`src/rtl/hyper_ck_diff_monitor.sv`:
```
// HyperBus CK/CK# observation monitor: synchronizes the pair, counts CK rising
// edges per programmable window and flags complementarity and stall faults.
//
// state   | meaning
// IDLE    | monitor disabled, window/edge counters held at 0
// ARMED   | enabled, waiting for a CK rise to align the first window
// MEASURE | counting CK rises over back-to-back windows
module hyper_ck_diff_monitor #(
  parameter int SYNC_STAGES = 2,
  parameter int WINDOW_W    = 16,
  parameter int CNT_W       = 16,
  parameter int SKEW_MAX    = 2,
  parameter int STALL_TH    = 32
) (
  input  logic                clk_i,
  input  logic                rst_ni,
  input  logic                ck_i,
  input  logic                ck_ni,
  input  logic                en_i,
  input  logic                expect_run_i,
  input  logic [WINDOW_W-1:0] window_i,
  input  logic                clr_i,
  output logic                rise_o,
  output logic                active_o,
  output logic [CNT_W-1:0]    period_cnt_o,
  output logic                period_valid_o,
  output logic                skew_err_o,
  output logic                stall_err_o
);

  localparam int IDLE_W = $clog2(STALL_TH + 1);
  localparam int SKEW_W = $clog2(SKEW_MAX + 2);

  localparam logic [IDLE_W-1:0] IDLE_TH    = IDLE_W'(STALL_TH);
  localparam logic [IDLE_W-1:0] IDLE_TH_M1 = IDLE_W'(STALL_TH - 1);
  localparam logic [SKEW_W-1:0] SKEW_LIM   = SKEW_W'(SKEW_MAX + 1);
  localparam logic [CNT_W-1:0]  EDGE_MAX   = '1;

  typedef enum logic [1:0] {
    S_IDLE,
    S_ARMED,
    S_MEASURE
  } state_t;

  logic [SYNC_STAGES-1:0] r_ck_sync;
  logic [SYNC_STAGES-1:0] r_ckn_sync;
  logic                   r_ck_hist;
  logic                   r_rise;
  logic [IDLE_W-1:0]      r_idle_cnt;
  logic [SKEW_W-1:0]      r_skew_cnt;
  logic                   r_skew_err;
  logic                   r_stall_err;
  state_t                 r_state;
  state_t                 w_state_nxt;
  logic [WINDOW_W-1:0]    r_win_cnt;
  logic [WINDOW_W-1:0]    r_win_len;
  logic [CNT_W-1:0]       r_edge_cnt;
  logic [CNT_W-1:0]       r_period_cnt;
  logic                   r_period_valid;

  logic                   w_ck;
  logic                   w_ckn;
  logic                   w_stall_set;
  logic                   w_skew_set;
  logic                   w_measuring;
  logic                   w_win_done;
  logic                   w_arm;
  logic [WINDOW_W-1:0]    w_win_len_in;
  logic [CNT_W-1:0]       w_edge_sum;

  assign w_ck  = r_ck_sync[SYNC_STAGES-1];
  assign w_ckn = r_ckn_sync[SYNC_STAGES-1];

  // Reset to the gated-idle pattern (CK low, CK# high) so no false edge or skew.
  always_ff @(posedge clk_i or negedge rst_ni) begin
    if (!rst_ni) begin
      r_ck_sync  <= '0;
      r_ckn_sync <= '1;
      r_ck_hist  <= 1'b0;
      r_rise     <= 1'b0;
    end else begin
      r_ck_sync  <= {r_ck_sync[SYNC_STAGES-2:0], ck_i};
      r_ckn_sync <= {r_ckn_sync[SYNC_STAGES-2:0], ck_ni};
      r_ck_hist  <= w_ck;
      r_rise     <= w_ck & ~r_ck_hist;
    end
  end

  assign w_stall_set = en_i & expect_run_i & (r_idle_cnt == IDLE_TH_M1) & ~r_rise;
  assign w_skew_set  = (r_skew_cnt == SKEW_LIM);

  always_ff @(posedge clk_i or negedge rst_ni) begin
    if (!rst_ni) begin
      r_idle_cnt  <= IDLE_TH;
      r_skew_cnt  <= '0;
      r_skew_err  <= 1'b0;
      r_stall_err <= 1'b0;
    end else begin
      if (r_rise) begin
        r_idle_cnt <= '0;
      end else if (r_idle_cnt != IDLE_TH) begin
        r_idle_cnt <= r_idle_cnt + IDLE_W'(1);
      end

      if (!en_i || (w_ck != w_ckn)) begin
        r_skew_cnt <= '0;
      end else if (r_skew_cnt != SKEW_LIM) begin
        r_skew_cnt <= r_skew_cnt + SKEW_W'(1);
      end

      // A fault seen in the same cycle as a clear must not be lost.
      if (w_skew_set) begin
        r_skew_err <= 1'b1;
      end else if (clr_i) begin
        r_skew_err <= 1'b0;
      end

      if (w_stall_set) begin
        r_stall_err <= 1'b1;
      end else if (clr_i) begin
        r_stall_err <= 1'b0;
      end
    end
  end

  always_ff @(posedge clk_i or negedge rst_ni) begin
    if (!rst_ni) begin
      r_state <= S_IDLE;
    end else begin
      r_state <= w_state_nxt;
    end
  end

  always_comb begin
    w_state_nxt = r_state;
    w_arm       = 1'b0;
    w_win_done  = 1'b0;
    if (!en_i) begin
      w_state_nxt = S_IDLE;
    end else begin
      case (r_state)
        S_IDLE:    w_state_nxt = S_ARMED;
        S_ARMED: begin
          if (r_rise) begin
            w_state_nxt = S_MEASURE;
            w_arm       = 1'b1;
          end
        end
        S_MEASURE: w_win_done = (r_win_cnt == (r_win_len - WINDOW_W'(1)));
        default:   w_state_nxt = S_IDLE;
      endcase
    end
  end

  assign w_measuring  = en_i & (r_state == S_MEASURE);
  assign w_win_len_in = (window_i == '0) ? WINDOW_W'(1) : window_i;
  assign w_edge_sum   = (r_edge_cnt == EDGE_MAX) ? r_edge_cnt : (r_edge_cnt + CNT_W'(r_rise));

  // A rise in the closing cycle belongs to the closing window; the next starts at 0.
  always_ff @(posedge clk_i or negedge rst_ni) begin
    if (!rst_ni) begin
      r_win_cnt      <= '0;
      r_edge_cnt     <= '0;
      r_win_len      <= WINDOW_W'(1);
      r_period_cnt   <= '0;
      r_period_valid <= 1'b0;
    end else begin
      r_period_valid <= w_win_done;
      if (w_win_done) begin
        r_period_cnt <= w_edge_sum;
      end
      if (w_arm || w_win_done) begin
        r_win_len <= w_win_len_in;
      end
      if (w_measuring && !w_win_done) begin
        r_win_cnt  <= r_win_cnt + WINDOW_W'(1);
        r_edge_cnt <= w_edge_sum;
      end else begin
        r_win_cnt  <= '0;
        r_edge_cnt <= '0;
      end
    end
  end

  assign rise_o         = r_rise;
  assign active_o       = (r_idle_cnt < IDLE_TH);
  assign period_cnt_o   = r_period_cnt;
  assign period_valid_o = r_period_valid;
  assign skew_err_o     = r_skew_err;
  assign stall_err_o    = r_stall_err;

endmodule

```
`config.mk`:
```
export PLATFORM = sky130hd
export DESIGN_NAME = hyper_ck_diff_monitor
export DESIGN_NICKNAME = d
export VERILOG_FILES = /design/src/rtl/hyper_ck_diff_monitor.sv
export SDC_FILE = /design/constraint.sdc
export NUM_CORES = 1
export LEC_CHECK = 0
export ABC_AREA = 1
export CAP_MARGIN = 15
export CORE_ASPECT_RATIO = 1.75
export CORE_MARGIN = 10
export CORE_UTILIZATION = 50
export DETAILED_ROUTE_END_ITERATION = 8
export GPL_ROUTABILITY_DRIVEN = 1
export GPL_TIMING_DRIVEN = 0
export PLACE_DENSITY_LB_ADDON = 0.08
export SYNTH_ARGS = -nofsm -noshare
export SYNTH_HDL_FRONTEND = slang
export SYNTH_SLANG_ARGS = --single-unit
```
`constraint.sdc`:
```
create_clock -name clk_i -period 2.9 [get_ports clk_i]
set_clock_uncertainty 0.05 [all_clocks]
set_input_delay 0.435 -clock clk_i [delete_from_list [all_inputs] [get_ports clk_i]]
set_output_delay 0.435 -clock clk_i [all_outputs]
set_load 0.03 [all_outputs]
```
==> summary.txt <==
Status
  – Status: completed

Layout
  – Register area: between 2000 and 2500 sq um
  – Layout cells sized above 1: between 6 and 7%
  – Total Nets Final: 665
  – # fillers: ~800
  – N_diodes: 0
  – Non-Filler Instances: around 760
  – Area grow syn2layout: 20.8%
  – Area of the multi-input gates: about 2000 sq um

Synthesis
  – Mapped Nets: around 600
  – Ranking of synthesized cells by area: dfrtp_1, nand2_1, nor2_1, inv_1, nand3_1
  – Most numerous cell in the Yosys netlist: nand2_1
  – Synth cell count leaders: nand2_1, nor2_1, dfrtp_1
  – Cell area after synthesis: ~4400 sq um
  – EDFF count, synth: 0
  – Most used DFF post-synth: dfrtp_1
  – Synth cell types: 35
  – Ys Warns: 0
  – Ys async rst share: 100%
  – Post-synth top area share: ~45%
  – Seq cells post-synth: 83
  – Syn Inst Count: approximately 580
  – Leading area contributor after synthesis: dfrtp_1
  – Seq/Total Area, Yosys: 47.5%
  – Avg Cell Area, Syn: 7.57 sq um

Floorplan
  – CORE AREA: 8610 sq um
  – Chip height: ~140 microns
  – Initial core utilization: roughly half
  – Die area: 13,100 sq um
  – DIE WIDTH: 90.8 microns
  – IO Pins: 44
  – Row count: between 40 and 50

Flow run
  – Maxcap violations: 0

Clock tree
  – Post_cts resized: 0
  – # clock sinks: 83
  – CTS Root Buffer Type: clkbuf_16
  – CTS clock-pin slew for the worst setup and hold paths: ~0.060 ns
  – Postcts setup bufs: 0
  – Max clock buf depth: 2
  – Clk_lat worst skew: between 0.3 and 0.4 ns
  – TritonCTS clock tree: done
  – Post-CTS Hold Fix Bufs: 1
  – H-Tree Level Count: 3
  – CTS Buf Count: 9

STA
  – Slew Viols, Final: 0
  – Fin crit share: about 90%
  – Min cycle time layout: 2.54 ns
  – Unrepaired setup endpoints after global routing: false
  – # setup viols final: 0
  – Rel. slew slack: between 50% and 60%
  – Fmax: approximately 390 MHz
  – Endpoints failing hold: 0
  – Setup TNS: 0 ns
  – Actual slew at the worst max-slew pin: 0.680 ns

Worst hold path
  – HP Class: reg2reg
  – Hold path startpoint: r_ckn_sync[0]$_DFF_PN1_

Drt
  – Wire length on met2: about 6000 microns
  – M1 WL: between 3000 and 4000 microns
  – Routed vias/inst: just over 5
  – Antenna viol nets, final: 0
  – Vias: ~3,900
  – DR iter-0 viols: 197
  – Detailed Route WL: 10,700 microns
  – DR pass1 iterations: 4
  – Top Layer Used: met4
  – Post-route DRC: 0
  – DR WL met3: roughly 430 microns
  – Drt wl/cell: about 14 microns

Power
  – Peak supply drop: 0.474 mV
  – Pwr Total: about 3.0 mW
  – Switching share of power: 28.5%
  – Sequential share of power: roughly 45%
  – Clk pwr share: 38.0%
  – Internal Power: 2.15 mW
  – Power Dens Cells: 567 nW/um^2
  – Leak: between 2 and 2.5 nW
  – Sw Pwr: approximately 850 uW
  – Comb power frac: around 17%

GRT
  – Largest net degree at the start of global routing: 63
  – Vias in the first global route: 3,855
  – First-pass GRT wire length: 18,000 microns
  – Initial antenna violation count: 0
  – GR Overflow Total: 0
  – GRT Util Overall: 17.3%

Setup path
  – CP max-delay cell: dfstp_2
  – CP startpoint: r_win_len[0]$_DFFE_PN1P_
  – Reg2reg end: r_win_cnt[3]$_DFF_PN0_
  – Max Fanout on Critical Path: 10
  – FF-to-FF path depth: 13
  – Crit path DAT: around 2.7 ns
  – R2R Path Start: r_win_len[0]$_DFFE_PN1P_
  – Crit end category: flip-flop
  – Critical path cell sequence: inv_1, ha_1, nand2_1, inv_1, nor2_1, nand3_1, nor2_1, nand3_1, nor2_1, nand4_2, nand2_1, buf_2, nor2_1
  – WP data required: around 3.1 ns
  – WS Path Type: reg2reg
  – Cell mode on critical path: nor2_1
  – CP max stage delay: around 0.56 ns
  – Crit start category: flip-flop
  – Setup slack, reg-to-reg: roughly 0.36 ns
  – Crit path to: r_win_cnt[3]$_DFF_PN0_

Placement
  – HPWL Detailed: just over 8000 microns
  – Placed insts: 740
  – PortBufs: 43
  – Placer Congestion: 0.864
==> worst min-delay path by stage <==
stage	to	slack (ns)	cells after the start
after floorplan	period_cnt_o[0]$_DFFE_PN0P_	0.09	0
after global placement	r_ck_sync[1]$_DFF_PN0_	0.28	0
after detailed placement	r_idle_cnt[1]$_DFFE_PN0P_	0.30	1
after CTS	r_ckn_sync[1]$_DFF_PN1_	0.31	0
after global routing	r_ckn_sync[1]$_DFF_PN1_	0.31	0
final	r_ckn_sync[1]$_DFF_PN1_	0.31	0
==> power groups by stage <==
stage | clock (mW) | sequential [mW] | combinational (mW)
floorplan | 0 | 1.33 | 0.381
global placement | 0 | 1.36 | 0.502
detailed placement | 0 | 1.36 | 0.526
CTS | 1.16 | 1.34 | 0.530
global route | 1.22 | 1.35 | 0.608
finish | 1.14 | 1.34 | 0.521
==> through the flow <==
step	utilization [%]	hold WS, ns	setup slack, ns	instance area (sq um)
CTS	61.4	0.308	0.322	5290
global placement	57.6	0.282	-1.57	4960
floorplan	-	0.0894	0.766	4380
finish	61.4	0.306	0.361	5290
detailed placement	57.9	0.299	0.181	4980
global route	61.4	0.313	0.112	5290
==> critical path: cells and delay by family (launching register included) <==
family / cells / cell delay (ns)
AND/OR/NAND/NOR: 9 / 1.09
flip-flops: 1 / 0.56
buffers and inverters: 3 / 0.40
adder cells (fa/ha/maj): 1 / 0.32
==> flip-flops by register name (all words and copies together), names as in the netlist, 2 cells and up <==
signal	count
r_ckn_sync	2
r_skew_cnt	2
r_ck_sync	2
period_cnt_o	16
r_edge_cnt	16
r_idle_cnt	6
r_win_len	16
r_state	2
r_win_cnt	16
==> cells by family (layout without fill, tap and decap cells) <==
| family | count (synthesis) | in the layout | share of synthesized area (%) |
|---|---|---|---|
| buffers and inverters | 83 | 144 | 7.56 |
| XOR/XNOR | 21 | 21 | 4.20 |
| adder cells (fa/ha/maj) | 7 | 7 | 2.00 |
| AND/OR/NAND/NOR | 339 | 339 | 33.2 |
| AO/OA/AOI/OAI | 46 | 46 | 5.57 |
| flip-flops | 83 | 83 | 47.5 |
==> cells in the final DEF (no fill, tap or decap), types with 2 or more instances in the layout <==
cell | netlist | layout
o21ai_1 | 8 | 8
nor2_2 | 2 | 2
or2_2 | 2 | 2
a21oi_1 | 9 | 9
nand4_1 | 9 | 9
buf_2 | 4 | 4
clkdlybuf4s50_1 | 0 | 42
nor2_1 | 89 | 89
nor3b_1 | 2 | 2
clkbuf_1 | 4 | 6
nor3_1 | 8 | 8
dfrtp_1 | 79 | 79
nand2_1 | 160 | 160
nand2_2 | 2 | 2
nor4_1 | 5 | 5
nor2_4 | 2 | 2
o21ai_0 | 25 | 25
ha_1 | 7 | 7
nand3b_1 | 4 | 4
nand3_1 | 49 | 49
inv_1 | 71 | 71
clkbuf_16 | 0 | 9
dfstp_2 | 4 | 4
xnor2_1 | 9 | 9
xor2_1 | 12 | 12
buf_4 | 2 | 3
==> layer usage <==
metal	vias to the layer above	GRT usage, %
li1	1944	-
met1	1825	17.0
met2	70	32.7
met3	14	4.23
met4	0	8.53
met5	-	0
==> cell type report <==
class                           count  area share (%)
Sequential cell                    83            39.3
Buffer                             11            1.16
Timing Repair Buffer               45            8.79
Inverter                           72            5.11
Multi-Input combinational cell    413            37.2
Clock inverter                      4           0.969
Tap cell                          117            2.77
Clock buffer                       12            4.66
(Power assumes the default switching activity.)
